## src/rtl/seg_pkg.sv

```systemverilog
// Shared constants for the 7-segment scan controller.
//   SEG_OFF     : segment bus value with every segment (and dp) dark
//   SEG_TABLE   : hex digit -> {1'b1, g..a} active-low segment patterns
//   scan_state_e: slot phase, BLANK during dead time, SHOW afterwards
package seg_pkg;

    localparam logic [7:0] SEG_OFF = 8'hFF;

    localparam logic [7:0] SEG_TABLE [16] = '{
        8'hC0, 8'hF9, 8'hA4, 8'hB0, 8'h99, 8'h92, 8'h82, 8'hD8,
        8'h80, 8'h90, 8'h88, 8'h83, 8'hC6, 8'hA1, 8'h86, 8'h8E
    };

    typedef enum logic {
        ST_BLANK = 1'b0,
        ST_SHOW  = 1'b1
    } scan_state_e;

endpackage

```

## src/rtl/seg_hex_decode.sv

```systemverilog
// Combinational hex-to-segment decoder.
//   nibble : 4-bit hex value
//   seg_n  : {g..a}, active-low
module seg_hex_decode
    import seg_pkg::*;
(
    input  logic [3:0] nibble,
    output logic [6:0] seg_n
);

    logic [7:0] entry;

    always_comb begin
        entry = SEG_TABLE[nibble];
        seg_n = entry[6:0];
    end

endmodule

```

## src/rtl/seg_scan_ctrl.sv

```systemverilog
// Time-multiplexed scan controller for common-anode 7-segment digits.
// A producer loads a display word into a pending buffer; it is copied into the
// active buffer only at a frame boundary, so a frame never mixes two words.
// Each digit slot starts with DEAD blanked cycles to suppress ghosting.
//   clk, rst_n  : clock, asynchronous active-low reset
//   enable      : 1 = scanning, 0 = display dark and scan position parked
//   load_*      : producer word offer (valid/ready), nibbles, dp, blank per digit
//   an          : anode selects, active-low
//   seg         : {dp,g..a}, active-low
//   frame_done  : one-cycle pulse after the last slot of a frame
module seg_scan_ctrl
    import seg_pkg::*;
#(
    parameter int unsigned DIGITS = 4,
    parameter int unsigned DIV    = 50000,
    parameter int unsigned DEAD   = 16
) (
    input  logic                  clk,
    input  logic                  rst_n,
    input  logic                  enable,
    input  logic                  load_valid,
    input  logic [4*DIGITS-1:0]   load_data,
    input  logic [DIGITS-1:0]     load_dp,
    input  logic [DIGITS-1:0]     load_blank,
    output logic                  load_ready,
    output logic [DIGITS-1:0]     an,
    output logic [7:0]            seg,
    output logic                  frame_done
);

    localparam int unsigned CNT_W = $clog2(DIV);
    localparam int unsigned IDX_W = (DIGITS > 1) ? $clog2(DIGITS) : 1;
    localparam logic [CNT_W-1:0] LAST_CNT = CNT_W'(DIV - 1);
    localparam logic [IDX_W-1:0] LAST_IDX = IDX_W'(DIGITS - 1);

    logic [CNT_W-1:0]    cnt_q, cnt_d;
    logic [IDX_W-1:0]    idx_q, idx_d;
    scan_state_e         state_q, state_d;

    logic [4*DIGITS-1:0] act_data_q, act_data_d;
    logic [DIGITS-1:0]   act_dp_q, act_dp_d;
    logic [DIGITS-1:0]   act_blank_q, act_blank_d;
    logic [4*DIGITS-1:0] pend_data_q, pend_data_d;
    logic [DIGITS-1:0]   pend_dp_q, pend_dp_d;
    logic [DIGITS-1:0]   pend_blank_q, pend_blank_d;
    logic                pend_valid_q, pend_valid_d;

    logic [DIGITS-1:0]   an_q, an_d;
    logic [7:0]          seg_q, seg_d;
    logic                frame_done_q, frame_done_d;

    logic                slot_end, boundary, accept, commit;
    logic [IDX_W+1:0]    nib_base;
    logic [3:0]          nib_sel;
    logic [6:0]          dec_seg;

    // Single decoder shared by all digits; it sees the digit under scan.
    assign nib_base = {idx_q, 2'b00};
    assign nib_sel  = act_data_q[nib_base +: 4];

    seg_hex_decode u_dec (
        .nibble (nib_sel),
        .seg_n  (dec_seg)
    );

    always_comb begin
        slot_end = (cnt_q == LAST_CNT);
        boundary = enable && slot_end && (idx_q == LAST_IDX);
        // Pending full and ready are complementary, so accept and commit never coincide.
        accept   = load_valid && !pend_valid_q;
        commit   = pend_valid_q && (boundary || !enable);

        cnt_d        = cnt_q;
        idx_d        = idx_q;
        act_data_d   = act_data_q;
        act_dp_d     = act_dp_q;
        act_blank_d  = act_blank_q;
        pend_data_d  = pend_data_q;
        pend_dp_d    = pend_dp_q;
        pend_blank_d = pend_blank_q;
        pend_valid_d = pend_valid_q;

        if (!enable) begin
            cnt_d = '0;
            idx_d = '0;
        end else if (slot_end) begin
            cnt_d = '0;
            idx_d = (idx_q == LAST_IDX) ? '0 : idx_q + 1'b1;
        end else begin
            cnt_d = cnt_q + 1'b1;
        end
        state_d = (enable && (int'(cnt_d) >= int'(DEAD))) ? ST_SHOW : ST_BLANK;

        if (accept) begin
            pend_data_d  = load_data;
            pend_dp_d    = load_dp;
            pend_blank_d = load_blank;
            pend_valid_d = 1'b1;
        end
        if (commit) begin
            act_data_d   = pend_data_q;
            act_dp_d     = pend_dp_q;
            act_blank_d  = pend_blank_q;
            pend_valid_d = 1'b0;
        end

        // Outputs lag the scan position by one cycle; enable gates them so the
        // display goes dark on the first cycle after enable drops.
        an_d         = '1;
        seg_d        = SEG_OFF;
        frame_done_d = boundary;
        if (enable && state_q == ST_SHOW) begin
            an_d[idx_q] = 1'b0;
            seg_d       = act_blank_q[idx_q] ? SEG_OFF : {~act_dp_q[idx_q], dec_seg};
        end
    end

    always_ff @(posedge clk or negedge rst_n) begin
        if (!rst_n) begin
            cnt_q        <= '0;
            idx_q        <= '0;
            state_q      <= ST_BLANK;
            act_data_q   <= '0;
            act_dp_q     <= '0;
            act_blank_q  <= '1;
            pend_data_q  <= '0;
            pend_dp_q    <= '0;
            pend_blank_q <= '0;
            pend_valid_q <= 1'b0;
            an_q         <= '1;
            seg_q        <= SEG_OFF;
            frame_done_q <= 1'b0;
        end else begin
            cnt_q        <= cnt_d;
            idx_q        <= idx_d;
            state_q      <= state_d;
            act_data_q   <= act_data_d;
            act_dp_q     <= act_dp_d;
            act_blank_q  <= act_blank_d;
            pend_data_q  <= pend_data_d;
            pend_dp_q    <= pend_dp_d;
            pend_blank_q <= pend_blank_d;
            pend_valid_q <= pend_valid_d;
            an_q         <= an_d;
            seg_q        <= seg_d;
            frame_done_q <= frame_done_d;
        end
    end

    assign load_ready = ~pend_valid_q;
    assign an         = an_q;
    assign seg        = seg_q;
    assign frame_done = frame_done_q;

endmodule
```

## config.mk

```make
export PLATFORM = sky130hd
export DESIGN_NAME = seg_scan_ctrl
export DESIGN_NICKNAME = d
export VERILOG_FILES = /design/src/rtl/seg_pkg.sv /design/src/rtl/seg_hex_decode.sv /design/src/rtl/seg_scan_ctrl.sv
export SDC_FILE = /design/constraint.sdc
export NUM_CORES = 1
export LEC_CHECK = 0
export CAP_MARGIN = 20
export CORE_AREA = 2 2 89 91
export DETAILED_ROUTE_END_ITERATION = 16
export DIE_AREA = 0 0 91 93
export PLACE_DENSITY = 0.7
export SYNTH_ARGS = -nofsm -noshare
export SYNTH_HDL_FRONTEND = slang
export SYNTH_SLANG_ARGS = --single-unit
```

## constraint.sdc

```tcl
create_clock -name clk -period 4.6 [get_ports clk]
set_input_delay 1.38 -clock clk [delete_from_list [all_inputs] [get_ports clk]]
set_output_delay 1.38 -clock clk [all_outputs]
set_load 0.02 [all_outputs]
```

==> metrics.yaml <==
maxCapViolCount: 0
synthFlopType: "dfrtp_1"
fin_ws_ps: 1670
path_delay_family: "buffers and inverters"
status: "finished clean"
fillers: 656
dp_slack_ps: 1300
p_sw_frac: 0.261
grt_pass1_vias: 2344
final_cell_area_sq_mm: 0.00447
syn_nets: 335
drc: 0
drive_gt1_frac: 0.280
gp_congestion: 0.875
p_leak_nw: 1.86
core_sq_mm: 0.00753
p_int_mw: 1.46
fin_util: 0.594
synth_edf_count: 0
viasPerCell: 5.28
gr-usage-all-layers: 0.169
power.density_mw_per_mm2: 441
crit_type: "in -> reg"
final_net_count: 369
die_area_sq_mm: 0.00846
synth_seq_cells: 81
grt_max_degree: 82
cp.required_ps: 4840
antenna_found_initial: 0
yosysWarnings: 0
crit_path_end_kind: "flip-flop"
slowest_delay_ps: 650
place_hpwl_mm: 4.39
setup_viol: 0
dpl_cell_area_sq_mm: 0.00425
cts_setup_buffers: 0
clkSinkCount: 81
cts_hold_buf: 0
combPwrFrac: 0.222
finalCriticalPeriod_ps: 2930
ir_worst_vdd_mv: 0.208
crit_chain: "clkdlybuf4s50_1, o41ai_2, nand2_2, mux2_2"
totalWireLength_mm: 6.43
async_reset_ff_frac: 1.00
power_frac_clock: 0.290
postCtsResizedCells: 0
synthCells: 297
finalSetupTns_ps: 0
first_pass_iters: 4
grt_pass1_wl_mm: 11.3
cts_tree: "yes"
fin_crit_sh: 0.638
initial_utilization: 0.505
diodes: 0
die_w_um: 91
fmax_mhz: 341
worstHoldPathType: "reg -> reg"
portBuffers: 41
synth_cell_type_count: 44
mostFrequentLayoutCells: "dfrtp_1, clkdlybuf4s50_1, mux2_2"
crit_path_start_kind: "input port"
ioPinCount: 42
vias: 2311
antenna_left: 0
avgSynthCellArea_sq_um: 12.8
fin_skew_ps: 14.0
final_common_cell: "dfrtp_1"
insertion_delay_ps: 350
cts-root-buf: "clkbuf_8"
wl_per_cell_um: 14.7
htreeDepth: 3
rows: 32
worstPathMaxFanout: 25
maxSlewViolCount: 0
worstPathArrival_ps: 3170
cts_buffer_depth: 2
worst_slew_pin_slew_ps: 994
numCtsBuffers: 9
cpMaxStageDelayCell: "clkdlybuf4s50_1"
rsz0062_at_grt: "no"
cts.clk_slew.worst_paths_ps: 80
gr-total-overflow: 0
netlist_area_sq_mm: 0.00380
cp.buffers_inverters: 1
seq_area_frac_synth: 0.538
hold_viol: 0
p_switching_mw: 0.514
max_slew_margin: 0.337
die_h_um: 93
drt-initial-drc-count: 116
seq_power_share: 0.488
syn2layout_area_growth_pct: 17.6
## metal layers
metal,part of all wire,track usage,vias up
li1,-,-,1110
met1,0.51,0.242,1143
met2,0.44,0.252,49
met3,0.037,0.0322,9
met4,0.013,0.0745,0
met5,0,0,-
## per-stage QoR
stage	cells	power, mW	hold WS (ps)
after floorplan	297	1.29	463
after global placement	422	1.39	491
after detailed placement	422	1.42	494
after CTS	438	1.99	511
after global routing	438	2.08	528
final	438	1.97	507
## worst paths after layout
path,startpoint,endpoint,slack [ps],cells after the start
setup / recovery,enable,act_dp_q[3],1670,4
hold / removal,pend_data_q[7],act_data_q[7],510,1
setup reg to reg,cnt_q[0],act_data_q[2],2000,6
hold reg to reg,pend_data_q[7],act_data_q[7],510,1
max in group asynchronous,rst_n,act_data_q[14],2760,1
min in group asynchronous,rst_n,cnt_q[2],1180,1
## final cells by class
type	count	area, sq um	share of cell area
clock inverters	4	76.3	0.0171
inverters	10	37.5	0.00839
repair buffers	42	415	0.0929
flip-flops and latches	81	2050	0.458
multi-input cells	187	1620	0.363
well taps	102	128	0.0285
clock buffers	12	145	0.0325
## cells by family (layout without fill, tap and decap cells)
kind of cell	after synthesis	after routing	synth area share
adders and majority gates	10	10	0.0329
buffers and inverters	29	68	0.0355
DFF	81	81	0.538
xor gates and xnor gates	17	17	0.0392
muxes	58	58	0.207
and+or+nand+nor	84	84	0.111
AOI/OAI and AO/OA	18	18	0.0359
## cell usage after synthesis, types with 2 or more instances
library cell | count | area (sq um)
nor3_1 | 3 | 15.0
ha_1 | 10 | 125
mux2_2 | 30 | 338
mux4_2 | 6 | 135
and4_1 | 2 | 17.5
xor2_1 | 8 | 70.1
dfrtp_1 | 65 | 1630
nand3_1 | 18 | 90.1
buf_6 | 2 | 22.5
nand2_1 | 12 | 45.0
nor2b_1 | 3 | 18.8
buf_2 | 3 | 15.0
nand2b_1 | 3 | 18.8
buf_4 | 2 | 15.0
o211ai_1 | 3 | 22.5
mux2_4 | 19 | 285
nor3b_1 | 2 | 15.0
inv_1 | 10 | 37.5
xnor2_1 | 9 | 78.8
mux2i_1 | 3 | 30.0
nand4_1 | 4 | 25.0
nor2_1 | 27 | 101
o21ai_0 | 2 | 10.0
dfstp_2 | 16 | 420
nor4_1 | 3 | 18.8
and3_1 | 2 | 12.5
clkbuf_1 | 12 | 45.0
a21oi_1 | 2 | 10.0
## power by group through the flow
stage	Combinational [mW]	Sequential [mW]	Clock, mW
after floorplan	0.357	0.936	0
after global placement	0.421	0.968	0
after detailed placement	0.439	0.976	0
after CTS	0.441	0.964	0.586
final	0.438	0.961	0.572
after global routing	0.481	0.982	0.620
## flip-flops by register name, indices dropped and copies added (netlist names)
name and flops:
idx_q 2, pend_blank_q 4, pend_data_q 16, state_q 1, seg 8, frame_done 1
pend_dp_q 4, pend_valid_q 1, act_dp_q 4, an 4, act_blank_q 4, act_data_q 16
cnt_q 16
No activity file was read; power rests on OpenSTA's default activity.
